===== src/rtl/data_mem_arb.sv =====
// data_mem_arb
//   Two-port round-robin arbiter in front of a single-port 256 x 8b data
//   memory. Port 0 is the core load/store port, port 1 the DMA/debug port.
//   A granted owner keeps the memory for back-to-back beats (a burst). On a
//   tie out of IDLE the port that did not own last wins.
//
// Ports
//   clk, rst                     clock, synchronous active-high reset
//   reqN_i, weN_i                access request, 1 = write / 0 = read
//   addrN_i, wdataN_i            access address and write data
//   gntN_o                       port N owns the memory (registered)
//   rvalidN_o, rdataN_o          one-cycle read-valid pulse, registered data
//   data_mem_*                   memory port, driven only during a beat
//   busy_o                       arbiter is in an OWN state
//
// Configuration
//   DATA_MEM_ARB_BURST_LIMIT_EN  when defined, an owner is preempted after
//                                BURST_MAX beats if the other port waits.
module data_mem_arb #(
    parameter int ADDR_W    = 8,
    parameter int DATA_W    = 8,
    parameter int BURST_MAX = 4
) (
    input  logic              clk,
    input  logic              rst,
    input  logic              req0_i,
    input  logic              we0_i,
    input  logic [ADDR_W-1:0] addr0_i,
    input  logic [DATA_W-1:0] wdata0_i,
    input  logic              req1_i,
    input  logic              we1_i,
    input  logic [ADDR_W-1:0] addr1_i,
    input  logic [DATA_W-1:0] wdata1_i,
    output logic              gnt0_o,
    output logic              gnt1_o,
    output logic              rvalid0_o,
    output logic              rvalid1_o,
    output logic [DATA_W-1:0] rdata0_o,
    output logic [DATA_W-1:0] rdata1_o,
    output logic              data_mem_rd_enb_o,
    output logic              data_mem_wr_enb_o,
    output logic [ADDR_W-1:0] data_mem_addr_o,
    output logic [DATA_W-1:0] data_mem_wr_data_o,
    input  logic [DATA_W-1:0] data_mem_rd_data_i,
    output logic              busy_o
);

    if (BURST_MAX < 1 || BURST_MAX > 16) begin : g_bad_burst_max
        $error("data_mem_arb: BURST_MAX must be in 1..16");
    end

    typedef enum logic [1:0] {
        S_IDLE = 2'd0,
        S_OWN0 = 2'd1,
        S_OWN1 = 2'd2
    } state_t;

    state_t            state_q, state_d;
    logic              last_q, last_d;     // port that owned most recently
    logic              rvalid0_q, rvalid1_q;
    logic [DATA_W-1:0] rdata0_q, rdata1_q;

    logic beat0, beat1;
    logic limit0, limit1;                  // burst limit forces a handover

    assign beat0 = (state_q == S_OWN0) && req0_i;
    assign beat1 = (state_q == S_OWN1) && req1_i;

`ifdef DATA_MEM_ARB_BURST_LIMIT_EN
    logic [4:0] cnt_q, cnt_d;
    logic       cnt_last;

    assign cnt_last = (cnt_q == 5'(BURST_MAX - 1));
    assign limit0   = beat0 && cnt_last && req1_i;
    assign limit1   = beat1 && cnt_last && req0_i;

    // Counts beats of the current owner; wraps at BURST_MAX whether or not
    // the other port was waiting, and clears on every ownership change.
    always_comb begin
        cnt_d = cnt_q;
        if (state_d != state_q) begin
            cnt_d = '0;
        end else if (beat0 || beat1) begin
            cnt_d = cnt_last ? 5'd0 : cnt_q + 5'd1;
        end
    end

    always_ff @(posedge clk) begin
        if (rst) cnt_q <= '0;
        else     cnt_q <= cnt_d;
    end
`else
    assign limit0 = 1'b0;
    assign limit1 = 1'b0;
`endif

    // Next state and round-robin history
    always_comb begin
        state_d = state_q;
        last_d  = last_q;
        case (state_q)
            S_IDLE: begin
                if (req0_i && req1_i) state_d = last_q ? S_OWN0 : S_OWN1;
                else if (req0_i)      state_d = S_OWN0;
                else if (req1_i)      state_d = S_OWN1;
            end
            S_OWN0: begin
                if (!req0_i || limit0) begin
                    last_d  = 1'b0;
                    state_d = req1_i ? S_OWN1 : S_IDLE;
                end
            end
            S_OWN1: begin
                if (!req1_i || limit1) begin
                    last_d  = 1'b1;
                    state_d = req0_i ? S_OWN0 : S_IDLE;
                end
            end
            default: state_d = S_IDLE;
        endcase
    end

    // Memory port: driven from the owner only when a beat occurs, else 0
    always_comb begin
        data_mem_rd_enb_o  = 1'b0;
        data_mem_wr_enb_o  = 1'b0;
        data_mem_addr_o    = '0;
        data_mem_wr_data_o = '0;
        if (beat0) begin
            data_mem_rd_enb_o  = ~we0_i;
            data_mem_wr_enb_o  = we0_i;
            data_mem_addr_o    = addr0_i;
            data_mem_wr_data_o = wdata0_i;
        end else if (beat1) begin
            data_mem_rd_enb_o  = ~we1_i;
            data_mem_wr_enb_o  = we1_i;
            data_mem_addr_o    = addr1_i;
            data_mem_wr_data_o = wdata1_i;
        end
    end

    always_ff @(posedge clk) begin
        if (rst) begin
            state_q   <= S_IDLE;
            last_q    <= 1'b1;
            rvalid0_q <= 1'b0;
            rvalid1_q <= 1'b0;
            rdata0_q  <= '0;
            rdata1_q  <= '0;
        end else begin
            state_q   <= state_d;
            last_q    <= last_d;
            rvalid0_q <= beat0 && !we0_i;
            rvalid1_q <= beat1 && !we1_i;
            if (beat0 && !we0_i) rdata0_q <= data_mem_rd_data_i;
            if (beat1 && !we1_i) rdata1_q <= data_mem_rd_data_i;
        end
    end

    assign gnt0_o    = (state_q == S_OWN0);
    assign gnt1_o    = (state_q == S_OWN1);
    assign busy_o    = (state_q != S_IDLE);
    assign rvalid0_o = rvalid0_q;
    assign rvalid1_o = rvalid1_q;
    assign rdata0_o  = rdata0_q;
    assign rdata1_o  = rdata1_q;

endmodule


===== config.mk =====
export PLATFORM = sky130hd
export DESIGN_NAME = data_mem_arb
export DESIGN_NICKNAME = d
export VERILOG_FILES = /design/src/rtl/data_mem_arb.sv
export SDC_FILE = /design/constraint.sdc
export NUM_CORES = 1
export LEC_CHECK = 0
export ABC_AREA = 1
export CAP_MARGIN = 30
export CORE_MARGIN = 1
export CORE_UTILIZATION = 32
export CTS_CLUSTER_SIZE = 24
export DETAILED_ROUTE_END_ITERATION = 7
export PLACE_DENSITY = 0.8
export SLEW_MARGIN = 40
export SYNTH_ARGS = -nofsm -noshare
export SYNTH_HDL_FRONTEND = slang
export SYNTH_SLANG_ARGS = --single-unit

===== constraint.sdc =====
create_clock -name clk -period 1.21 [get_ports clk]
set_input_delay 0.121 -clock clk [delete_from_list [all_inputs] [get_ports clk]]
set_output_delay 0.121 -clock clk [all_outputs]
set_load 0.005 [all_outputs]

==> results.json <==
{
  "io_buffers": 84,
  "vias": 1443,
  "cts_sinks": 21,
  "run_status": "finished with violations",
  "hold_viol": 0,
  "peakVddDrop_v": 0.000737,
  "diodes": 0,
  "grt_overflow": 0,
  "start_util_pct": 33.5,
  "grt_max_degree": 17,
  "place.gp.congestion": 0.735,
  "leakage_nw": 1.17,
  "synth-seq-cells": 21,
  "hold_path.class": "input pin to flop",
  "min_period_ps": 1520,
  "tightest_slew_ps": 561,
  "path_clk_slew_ps": 120,
  "avgSynthCellArea_um2": 7.80,
  "worst_ep_required_time_ps": 1090,
  "ant_nets": 0,
  "setup_ws_ps": -305,
  "fp.dieH_um": 58.5,
  "path_cells": "inv_4, nand3_4, inv_4, buf_6, a22o_4, buf_6",
  "insertion_delay_ps": 300,
  "synth_seq_area_share_pct": 41.1,
  "pwr-share-clk_pct": 17.9,
  "setup_viol": 31,
  "wl_per_cell_um": 15.7,
  "p_per_area_mw_per_mm2": 804,
  "drtPass1Iterations": 4,
  "slew_headroom_pct": 62.6,
  "synth_area_mm2": 0.00102,
  "root_buffer": "clkbuf_4",
  "crit_slowest_cell": "dfxtp_4",
  "pre_cts_slack_ps": -509,
  "finalPower_mw": 1.89,
  "drc": 0,
  "grt_setup_unrepaired": "yes",
  "rows": 20,
  "drive_gt1_share_pct": 48.8,
  "clockBufferDepth": 2,
  "fin_crit_sh_pct": 125,
  "violations": "setup timing",
  "multi_input_area_um2": 668,
  "grt_util_all_layers_pct": 22.0,
  "arrival_ps": 1390,
  "die_area_mm2": 0.00342,
  "ff_latch_area_um2": 449,
  "maxCapViolations": 0,
  "final_cell_mix": "clkdlybuf4s50_1, nor2_1, buf_6",
  "p_comb_share_pct": 41.5,
  "cts_hold_buffers": 0,
  "max_stage_delay_ps": 400,
  "dp_hpwl_um": 2470,
  "timing.fmax_mhz": 660,
  "syn_inst": 131,
  "end_kind": "output port",
  "switching_share_pct": 30.0,
  "syn_to_final_growth_pct": 130,
  "cts_made_buffers": 3,
  "drtIter0Drc": 20,
  "cts_tree": "yes",
  "worst_clock_skew_ps": 2.56,
  "path_max_fanout": 5,
  "final_common_cell": "clkdlybuf4s50_1",
  "yosys_warnings": 0,
  "die_x_um": 58.5,
  "cts_max_level": 1,
  "worstSetupPathType": "flop to output port",
  "wirelength_um": 4620,
  "synth_cell_types": 18,
  "ios": 85,
  "grt_pass1_vias": 1286,
  "coreArea_mm2": 0.00305,
  "critPathLaunchType": "flop",
  "layout.nets": 297,
  "p_switching_mw": 0.567,
  "hold_ws_ps": 407,
  "syn-num-nets": 177,
  "nFillCells": 226,
  "vias_per_cell": 4.91,
  "drv_slew": 0,
  "p_int_mw": 1.32,
  "antenna_found_initial": 0,
  "grt_pass1_wl_um": 5890,
  "p_seq_share_pct": 40.6
}
==> worst max-delay path: cells and delay by family, from the launching register on <==
family / cells / cell delay [ps]
AO/OA/AOI/OAI: 1 / 210
buffers and inverters: 4 / 360
flip-flops: 1 / 400
AND/OR/NAND/NOR: 1 / 130
==> cells by family (layout without fill, tap and decap cells) <==
group / after synthesis / count (layout) / synth area share (%)
buffers and inverters: 16 / 135 / 8.20
flip-flops: 21 / 21 / 41.1
AO/OA/AOI/OAI: 37 / 37 / 25.2
AND/OR/NAND/NOR: 57 / 57 / 25.5
==> through the flow <==
stage,utilization [%],instances,setup TNS (ps),area (um^2)
floorplan,-,131,0,1020
global placement,65.3,270,-11070,1990
detailed placement,65.3,270,-11840,1990
CTS,72.5,294,-5070,2210
global route,77.1,294,-7530,2350
finish,77.1,294,-5400,2350
==> final cells by class <==
class,instances,area share [%]
timing repair buffer,116,45.6
sequential,21,19.1
timing repair inverter,2,0.532
tap,44,2.34
inverter,13,2.92
multi-input combinational,94,28.4
clock buffer,4,1.12
==> worst paths after layout <==
check	end	from	slack, ps	cells past startpoint
max	data_mem_wr_data_o[4]	state_q[0]$_SDFFE_PP0P_	-310	6
min	rdata0_o[4]$_SDFFE_PP0P_	data_mem_rd_data_i[4]	410	3
max reg2reg	rdata0_o[1]$_SDFFE_PP0P_	state_q[1]$_SDFFE_PP0P_	-70	8
min reg2reg	rdata0_o[0]$_SDFFE_PP0P_	rdata0_o[0]$_SDFFE_PP0P_	510	2
==> registers in the layout, indices dropped and copies added, names as in the netlist <==
register / cells
rdata0_o: 8
last_q: 1
rvalid1_o: 1
rvalid0_o: 1
rdata1_o: 8
state_q: 2
==> repair_timing <==
action / in CTS / in global routing
cloned: 2 / 0
resized for setup: 151 / 47
pin swaps: 19 / 19
setup buffers: 20 / 3
endpoints found under the setup margin: 42 / 40
==> cells in the mapped netlist <==
master	n	area, um^2
nor2_4	2	22.5
a21oi_2	1	8.76
nand3_1	1	5.00
inv_2	4	15.0
dfxtp_1	21	420
a22o_2	7	70.1
nand2_1	12	45.0
inv_4	2	12.5
nor2_2	1	6.26
inv_1	7	26.3
nand3_4	2	35.0
nor2_1	39	146
buf_6	1	11.3
clkbuf_1	1	3.75
a21oi_1	2	10.0
a22o_1	9	78.8
buf_8	1	15.0
o21ai_0	18	90.1
==> per-layer routing <==
layer  GRT usage [%]  vias up  routed length, um
met5               0        -                  0
met4            3.06        0                114
met3            5.05       11                360
met2            42.5       67               2360
met1            25.0      686               1790
li1                -      679                  -
==> power groups by stage <==
stage               clock [mW]  combinational, mW  sequential, mW
floorplan                    0              0.196           0.770
detailed placement           0              0.599           0.768
global route             0.379              0.829           0.773
global placement             0              0.593           0.768
finish                   0.339              0.785           0.768
CTS                      0.340              0.693           0.762
Power figures use the tool's default switching activity.
